File: config.mk
export PLATFORM = sky130hd
export DESIGN_NAME = frac_baud_tick_generator
export DESIGN_NICKNAME = d
export VERILOG_FILES = /design/src/rtl/frac_baud_tick_generator.sv
export SDC_FILE = /design/constraint.sdc
export NUM_CORES = 1
export LEC_CHECK = 0
export ABC_AREA = 0
export ABC_CLOCK_PERIOD_IN_PS = 7350
export CAP_MARGIN = 15
export CORE_MARGIN = 8
export CORE_UTILIZATION = 40
export DETAILED_ROUTE_END_ITERATION = 10
export GPL_TIMING_DRIVEN = 1
export PLACE_DENSITY = 0.58
export SLEW_MARGIN = 20
export SYNTH_ARGS = -nofsm -noshare
export SYNTH_HDL_FRONTEND = slang
export SYNTH_SLANG_ARGS = --single-unit
File: constraint.sdc
create_clock -name clk -period 7.35 [get_ports clk]
set_input_delay 2.205 -clock clk [delete_from_list [all_inputs] [get_ports clk]]
set_output_delay 2.205 -clock clk [all_outputs]
set_load 0.01 [all_outputs]
File: src/rtl/frac_baud_tick_generator.sv
// Fractional-N baud tick generator: oversample, mid-bit and bit-end strobes for UART TX/RX,
// with runtime divisor/oversampling reconfiguration applied only at bit boundaries.
module frac_baud_tick_generator #(
    parameter int DIV_W        = 16,
    parameter int FRAC_W       = 8,
    parameter int OS_W         = 5,
    parameter int OS_MAX       = 16,
    parameter int DEF_DIV_INT  = 325,
    parameter int DEF_DIV_FRAC = 133,
    parameter int DEF_OS       = 16
) (
    input  logic              clk,
    input  logic              rst,
    input  logic              enable,
    input  logic              resync,
    input  logic              cfg_load,
    input  logic [DIV_W-1:0]  cfg_div_int,
    input  logic [FRAC_W-1:0] cfg_div_frac,
    input  logic [OS_W-1:0]   cfg_os_factor,
    output logic              os_tick,
    output logic              mid_tick,
    output logic              bit_tick,
    output logic [OS_W-1:0]   os_idx,
    output logic              cfg_pending,
    output logic              cfg_err
);

    localparam logic [DIV_W-1:0]  DEF_DIV_INT_C  = DIV_W'(DEF_DIV_INT);
    localparam logic [FRAC_W-1:0] DEF_DIV_FRAC_C = FRAC_W'(DEF_DIV_FRAC);
    localparam logic [OS_W-1:0]   DEF_OS_C       = OS_W'(DEF_OS);
    localparam logic [OS_W-1:0]   OS_MAX_C       = OS_W'(OS_MAX);
    localparam logic [DIV_W-1:0]  DIV_ONE        = DIV_W'(1);
    localparam logic [DIV_W-1:0]  DIV_TWO        = DIV_W'(2);
    localparam logic [OS_W-1:0]   OS_ONE         = OS_W'(1);
    localparam logic [OS_W-1:0]   OS_TWO         = OS_W'(2);

    // Active configuration
    logic [DIV_W-1:0]  div_int_q,  div_int_d;
    logic [FRAC_W-1:0] div_frac_q, div_frac_d;
    logic [OS_W-1:0]   os_q,       os_d;

    // Pending configuration
    logic              pend_vld_q,  pend_vld_d;
    logic [DIV_W-1:0]  pend_int_q,  pend_int_d;
    logic [FRAC_W-1:0] pend_frac_q, pend_frac_d;
    logic [OS_W-1:0]   pend_os_q,   pend_os_d;

    // Phase state
    logic [DIV_W-1:0]  cnt_q,    cnt_d;
    logic [FRAC_W-1:0] acc_q,    acc_d;
    logic [OS_W-1:0]   os_idx_q, os_idx_d;

    // Registered strobes
    logic os_tick_q,  os_tick_d;
    logic mid_tick_q, mid_tick_d;
    logic bit_tick_q, bit_tick_d;
    logic cfg_err_q,  cfg_err_d;

    logic              cfg_legal;
    logic              load_ok;
    logic              tick_ev;
    logic              wrap;
    logic              apply_pend;
    logic [FRAC_W:0]   frac_sum;
    logic              carry;
    logic [OS_W-1:0]   idx_inc;
    logic [DIV_W-1:0]  new_div_int;
    logic [FRAC_W-1:0] new_div_frac;
    logic [OS_W-1:0]   new_os;

    always_comb begin
        cfg_legal = (cfg_div_int >= DIV_TWO) &&
                    (cfg_os_factor >= OS_TWO) &&
                    (cfg_os_factor <= OS_MAX_C);
        load_ok   = cfg_load && cfg_legal;

        tick_ev   = enable && !resync && (cnt_q == '0);
        wrap      = (os_idx_q >= (os_q - OS_ONE));
        idx_inc   = os_idx_q + OS_ONE;
        frac_sum  = {1'b0, acc_q} + {1'b0, div_frac_q};
        carry     = frac_sum[FRAC_W];

        // Pending config takes over at any phase restart point: idle, resync or bit wrap
        apply_pend   = pend_vld_q && (!enable || resync || (tick_ev && wrap));
        new_div_int  = apply_pend ? pend_int_q  : div_int_q;
        new_div_frac = apply_pend ? pend_frac_q : div_frac_q;
        new_os       = apply_pend ? pend_os_q   : os_q;
    end

    always_comb begin
        div_int_d   = new_div_int;
        div_frac_d  = new_div_frac;
        os_d        = new_os;

        pend_vld_d  = pend_vld_q && !apply_pend;
        pend_int_d  = pend_int_q;
        pend_frac_d = pend_frac_q;
        pend_os_d   = pend_os_q;
        if (load_ok) begin
            pend_vld_d  = 1'b1;
            pend_int_d  = cfg_div_int;
            pend_frac_d = cfg_div_frac;
            pend_os_d   = cfg_os_factor;
        end

        cnt_d      = cnt_q;
        acc_d      = acc_q;
        os_idx_d   = os_idx_q;
        os_tick_d  = 1'b0;
        mid_tick_d = 1'b0;
        bit_tick_d = 1'b0;
        cfg_err_d  = cfg_load && !cfg_legal;

        if (!enable || resync) begin
            cnt_d    = new_div_int - DIV_ONE;
            acc_d    = '0;
            os_idx_d = '0;
        end else if (tick_ev) begin
            // Fractional carry stretches the period that starts now by one clock
            acc_d      = frac_sum[FRAC_W-1:0];
            cnt_d      = new_div_int - DIV_ONE + {{(DIV_W-1){1'b0}}, carry};
            os_idx_d   = wrap ? '0 : idx_inc;
            os_tick_d  = 1'b1;
            bit_tick_d = wrap;
            mid_tick_d = !wrap && (idx_inc == (os_q >> 1));
        end else begin
            cnt_d = cnt_q - DIV_ONE;
        end
    end

    always_ff @(posedge clk) begin
        if (rst) begin
            div_int_q  <= DEF_DIV_INT_C;
            div_frac_q <= DEF_DIV_FRAC_C;
            os_q       <= DEF_OS_C;
            pend_vld_q <= 1'b0;
            cnt_q      <= DEF_DIV_INT_C - DIV_ONE;
            acc_q      <= '0;
            os_idx_q   <= '0;
            os_tick_q  <= 1'b0;
            mid_tick_q <= 1'b0;
            bit_tick_q <= 1'b0;
            cfg_err_q  <= 1'b0;
        end else begin
            div_int_q  <= div_int_d;
            div_frac_q <= div_frac_d;
            os_q       <= os_d;
            pend_vld_q <= pend_vld_d;
            cnt_q      <= cnt_d;
            acc_q      <= acc_d;
            os_idx_q   <= os_idx_d;
            os_tick_q  <= os_tick_d;
            mid_tick_q <= mid_tick_d;
            bit_tick_q <= bit_tick_d;
            cfg_err_q  <= cfg_err_d;
        end
    end

    // Pending payload is only consumed while pend_vld_q is set, so it needs no reset
    always_ff @(posedge clk) begin
        pend_int_q  <= pend_int_d;
        pend_frac_q <= pend_frac_d;
        pend_os_q   <= pend_os_d;
    end

    assign os_tick     = os_tick_q;
    assign mid_tick    = mid_tick_q;
    assign bit_tick    = bit_tick_q;
    assign os_idx      = os_idx_q;
    assign cfg_pending = pend_vld_q;
    assign cfg_err     = cfg_err_q;

endmodule

==> results.json, run 1 <==
{
  "outcome": "finished, final reports clean",
  "syn_inst": 619,
  "routed_wl_um": 13560,
  "num_io_pins": 44,
  "synth_area_leaders": "dfxtp_1 24%, edfxtp_1 16%, nand2_1 6.4%",
  "cts_root_buffer": "clkbuf_16",
  "use_met3": 0.01905,
  "p_switching_mw": 0.2895,
  "finClkSkew_ns": 0.006202,
  "crit_fanout": 10,
  "syn_avg_cell_area_sq_um": 8.665,
  "period_share": 0.8963,
  "grt_busiest_layer": "met2",
  "multi_input_area_sq_um": 3030,
  "die_area_sq_um": 17370,
  "synthArstFlopShare": 0,
  "path_class": "in -> reg",
  "synth_area_leader_cell": "dfxtp_1",
  "synth.top_cell.area_share": 0.2351,
  "pwr_density_cell_nw_per_um2": 185.0,
  "layout-drive-gt1-share": 0.06881,
  "cts.clk_slew.worst_paths_ns": 0.07,
  "row_count": 42,
  "clock-sinks": 92,
  "fmax_mhz": 151.8,
  "start_util": 0.4067,
  "hold_viol": 0,
  "clock_path_buffers": 2,
  "core_region_area_sq_um": 13190,
  "synth-main-ff-cell": "dfxtp_1",
  "setup-violations-final": 0,
  "p_sw_frac": 0.2508,
  "viasPerCell": 5.576,
  "ir_drop_uv": 111.2,
  "htree_levels": 3,
  "drv_slew": 0,
  "synthTopCellsByCount": "91 x nand2_1, 63 x dfxtp_1, 55 x nor2_1",
  "cts_made_buffers": 9,
  "tightest_slew_ns": 1.001,
  "grt_pass1_wl_um": 22740,
  "die_x_um": 131.8,
  "start_kind": "input pin",
  "hold_ws_ns": 0.4586,
  "grt_max_degree": 40,
  "gp_congestion": 0.8526,
  "syn_area_sq_um": 5364,
  "wl_per_cell_um": 16.33,
  "dp_hpwl_um": 9843,
  "ys_ff_latch": 92,
  "drt_iter0_drc": 345,
  "pwr-share-comb": 0.112,
  "p_int_mw": 0.8647,
  "crit_path_end_kind": "register",
  "area_delta_synth_final_pct": 16.31,
  "yosys_warnings": 0,
  "grt_pass1_vias": 4501,
  "ff_latch_area_sq_um": 2132,
  "crit_required_ns": 7.59,
  "clockPowerShare": 0.392,
  "n_antenna_cell": 0,
  "worstHoldPathType": "reg -> reg",
  "portBuffers": 43,
  "synth_seq_area_share": 0.3975,
  "hold_buffers": 0,
  "maxCapViolations": 0,
  "post-cts-setup-buffers": 0,
  "antenna_found_initial": 0,
  "drc": 0,
  "nNetsFinal": 703,
  "arrival_ns": 6.82,
  "synth_edf_count": 29,
  "overflow": 0,
  "num-fill-cells": 1252,
  "p_leak_nw": 2.264,
  "cts_tree": "built",
  "yosysUniqueCellTypes": 69,
  "grt_usage": 0.1570,
  "period_minus_slack_ns": 6.587,
  "rsz0062_at_grt": "no",
  "tns_ns": 0,
  "antenna_left": 0,
  "die_height_um": 131.8,
  "relSlewSlack": 0.3308,
  "use_met1": 0.2156,
  "via_count": 4628,
  "yosysMostFrequentCell": "nand2_1",
  "cts_resized": 0,
  "clk_latency_ns": 0.34,
  "synth_nets": 673,
  "drt_first_pass_iters": 5,
  "grt_use_met2": 0.2451,
  "pwr-share-seq": 0.496
}
==> final cells by class <==
type / instances / area share
Clock buffer: 14 / 0.04392
Clock inverter: 2 / 0.002607
Inverter: 16 / 0.009627
Multi-Input combinational cell: 477 / 0.4858
Sequential cell: 92 / 0.3418
Tap cell: 176 / 0.03530
Timing Repair Buffer: 53 / 0.08103
==> registers in the layout (all words and copies together), names as in the netlist <==
signal,flops
pend_int_q,16
cfg_err,1
mid_tick,1
bit_tick,1
div_int_q,16
os_tick,1
cfg_pending,1
cnt_q,16
os_idx,5
acc_q,8
div_frac_q,8
os_q,5
pend_frac_q,8
pend_os_q,5
==> worst max-delay path, cell delays in order <==
cell and delay, ns:
clkdlybuf4s50_1 0.47, nor2b_1 0.26, nor2_1 0.13, a21oi_4 0.17
mux2i_1 0.37, ha_1 0.22, buf_4 0.18, or3b_2 0.50
nor4_4 0.34, nor2_1 0.14, or3_1 0.41, a21o_1 0.21
nor2_2 0.19, or4b_1 0.46, a21o_1 0.21, a2111oi_2 0.36
==> power groups by stage <==
| stage | Sequential [mW] | Combinational (mW) | Clock, mW |
|---|---|---|---|
| after floorplan | 0.575 | 0.0868 | 0 |
| after global placement | 0.582 | 0.127 | 0 |
| after detailed placement | 0.583 | 0.128 | 0 |
| after CTS | 0.572 | 0.129 | 0.466 |
| after global routing | 0.575 | 0.143 | 0.488 |
| final | 0.572 | 0.130 | 0.453 |
==> kinds of logic after synthesis <==
group	share of synthesized area
AOI/OAI and AO/OA	0.1750
xor gates and xnor gates	0.06205
adders and majority gates	0.04805
buffers and inverters	0.03965
DFF	0.3975
muxes	0.03615
and+or+nand+nor	0.2417
==> per-layer routing <==
layer  up-vias  wire, um
met4         0       224
met5         -         0
li1       2313         -
met1      2176      6777
met2       122      6027
met3        17       526
==> path summary, 6_finish.rpt <==
kind	from	to	slack [ns]	cells past startpoint
worst max-delay path	enable	cnt_q[9]	0.76	16
worst min-delay path	pend_frac_q[0]	div_frac_q[0]	0.46	2
worst min register to register	pend_frac_q[0]	div_frac_q[0]	0.46	2
worst max register to register	os_q[0]	cnt_q[9]	1.74	20
==> cell usage in the layout, fill, tap and decap left out, types with 4 or more instances in the layout <==
cell / n
nor4b_1: 5
o21bai_1: 5
nand3b_1: 4
a221oi_1: 6
nand4_1: 4
nand2_1: 91
a31oi_1: 6
buf_4: 10
o31ai_1: 4
clkbuf_16: 9
inv_1: 16
o21ai_0: 25
xnor2_1: 20
clkdlybuf4s50_1: 43
edfxtp_1: 29
xor2_1: 18
a31o_2: 4
mux2i_1: 16
and3_1: 7
nor2_1: 55
nand3_1: 17
nand2b_1: 6
dfxtp_1: 63
ha_1: 19
a21o_1: 8
or3_1: 8
nor3_1: 18
a211oi_1: 6
a21oi_1: 48
nor4_1: 13
and2_1: 6
or4_1: 7
==> metrics by stage <==
step	util	power (mW)	std cells	area, sq um	worst slack (ns)
finish	0.4730	1.154	830	6238	0.7625
global route	0.4730	1.206	830	6238	0.4425
global placement	0.4510	0.7085	814	5948	0.6003
CTS	0.4730	1.167	830	6238	0.7961
floorplan	-	0.6620	619	5364	0.6245
detailed placement	0.4510	0.7110	814	5948	0.4783
No activity file was read; power rests on OpenSTA's default activity.
==> inputs of run 2 (changes only) <==
Settings changed: CORE_UTILIZATION 40 to 25, CTS_CLUSTER_SIZE set to 8, PLACE_DENSITY 0.58 to 0.4.
==> run 2 against run 1 <==
Clock power up 5.7%. Fmax up 3.4%. Global-route usage down 3.6 points. Final area up 2.4%. Wire length up 14%. Flip-flop and latch count unchanged. Cell count up 12%. Combinational power about the same. Largest cell class unchanged.
==> results.json, run 2 (synthesis results as in run 1) <==
{
  "dp_hpwl_um": 11420,
  "overflow": 0,
  "largestRegisters": "cnt_q x16, div_int_q x16, pend_int_q x16",
  "outcome": "finished, final reports clean",
  "path_delay_family": "simple AND/OR/NAND/NOR gates",
  "hp-start": "acc_q[0]",
  "p_sw_frac": 0.2641,
  "finClkSkew_ns": 0.009097,
  "crit_fanout": 8,
  "p_switching_mw": 0.3129,
  "routed_wl_um": 15490,
  "die_height_um": 162.5,
  "reg2reg_to": "cnt_q[9]",
  "critPathLaunch": "enable",
  "rsz0062_at_grt": "no",
  "hold_viol": 0,
  "final_cell_mix": "91 x nand2_1, 63 x dfxtp_1, 54 x nor2_1, 48 x a21oi_1, 43 x clkdlybuf4s50_1",
  "drv_slew": 0,
  "wl_per_cell_um": 16.66,
  "htree_levels": 3,
  "post-cts-setup-buffers": 0,
  "path_cells": "clkdlybuf4s50_1 > nor2b_1 > nor2_1 > a21oi_4 > mux2i_1 > ha_1 > or3b_2 > nor4_4 > nor2_1 > or3_1 > a21o_1 > nor2_2 > or4b_1 > a21o_1 > a2111oi_2",
  "p_int_mw": 0.8720,
  "p_leak_nw": 2.269,
  "antenna_found_initial": 0,
  "hold_ws_ns": 0.4600,
  "pwr-share-comb": 0.113,
  "final_common_cell": "nand2_1",
  "slowest_stage": "or3b_2",
  "n_antenna_cell": 0,
  "holdPathStages": 2,
  "start_kind": "input pin",
  "arrival_ns": 6.61,
  "path_class": "in -> reg",
  "clock_path_buffers": 2,
  "cts_root_buffer": "clkbuf_16",
  "pwr_density_cell_nw_per_um2": 185.5,
  "hold_buffers": 0,
  "grt_pass1_wl_um": 25500,
  "period_share": 0.8665,
  "die_area_sq_um": 26400,
  "layout-drive-gt1-share": 0.07328,
  "relSlewSlack": 0.2997,
  "tightest_slew_ns": 1.049,
  "drt_iter0_drc": 287,
  "critPathBufInv": 1,
  "reg2reg_slack_ns": 1.83,
  "clockPowerShare": 0.404,
  "timing.rr.start": "os_q[0]",
  "nNetsFinal": 704,
  "fmax_mhz": 157.0,
  "cts.clk_slew.worst_paths_ns": 0.07,
  "clock-sinks": 92,
  "cts_tree": "built",
  "num_io_pins": 44,
  "setup-violations-final": 0,
  "grt_max_degree": 40,
  "grt_usage": 0.1206,
  "antenna_left": 0,
  "period_minus_slack_ns": 6.369,
  "die_x_um": 162.5,
  "gp_congestion": 0.7851,
  "drt_first_pass_iters": 5,
  "row_count": 53,
  "core_region_area_sq_um": 21020,
  "hold_end": "acc_q[0]",
  "critPathMaxStageDelay_ns": 0.50,
  "r2r_cells": 19,
  "cts_made_buffers": 9,
  "crit_required_ns": 7.59,
  "portBuffers": 43,
  "drc": 0,
  "ir_drop_uv": 93.14,
  "start_util": 0.2552,
  "pwr-share-seq": 0.484,
  "viasPerCell": 4.995,
  "maxCapViolations": 0,
  "via_count": 4645,
  "grt_pass1_vias": 4697,
  "crit_path_end_kind": "register",
  "tns_ns": 0,
  "cts_resized": 0,
  "area_delta_synth_final_pct": 19.06,
  "clk_latency_ns": 0.35,
  "worstHoldPathType": "reg -> reg",
  "p_total_mw": 1.185
}
==> run 2: cell count changes in the layout (fill, tap and decap cells not counted), sizes merged <==
cell	previous run	this run
clkbuf	14	9
clkinv	0	4
buf	10	11
bufinv	0	1
clkinvlp	1	2
inv	17	16
==> run 2: power groups by stage <==
stage | Combinational (mW) | Sequential [mW] | Clock [mW]
4_1_cts | 0.134 | 0.573 | 0.492
5_1_grt | 0.148 | 0.576 | 0.514
3_5_place_dp | 0.133 | 0.584 | 0
6_report | 0.133 | 0.573 | 0.479
2_1_floorplan | 0.0868 | 0.575 | 0
3_3_place_gp | 0.132 | 0.583 | 0
==> run 2: worst min-delay path: cells and delay by family, from the launching register on <==
family / cells / cell delay, ns
simple gates: 1 / 0.05
flops: 1 / 0.31
compound gates: 1 / 0.05
==> run 2: worst max-delay path by stage <==
stage / to / cells past startpoint
finish: cnt_q[9] / 15
CTS: cnt_q[9] / 15
global placement: cnt_q[9] / 15
detailed placement: cnt_q[9] / 15
global route: cnt_q[9] / 15
floorplan: cnt_q[9] / 18
==> run 2: final cells by class <==
cell class                      instances  area [sq um]
Fill cell                            2200         14640
Multi-Input combinational cell        477          3033
Sequential cell                        92          2132
Timing Repair Buffer                   54         513.0
Tap cell                              275         344.1
Clock buffer                            9         225.2
Clock inverter                          7         78.83
Inverter                               16         60.06
==> run 2: stage by stage <==
| stage | setup WS [ns] | util | std cells | instance area [sq um] |
|---|---|---|---|---|
| finish | 0.9811 | 0.3038 | 930 | 6386 |
| floorplan | 0.6245 | - | 619 | 5364 |
| global route | 0.6598 | 0.3038 | 930 | 6386 |
| global placement | 0.6870 | 0.2893 | 914 | 6082 |
| CTS | 0.9341 | 0.3038 | 930 | 6386 |
| detailed placement | 0.6163 | 0.2893 | 914 | 6082 |
==> run 2: routing by layer <==
layer,vias up,part of all wire,global-route usage
li1,2314,-,-
met1,2223,0.51,0.1664
met2,97,0.45,0.1907
met3,11,0.032,0.01845
met4,0,0.0099,0.03535
met5,-,0,0
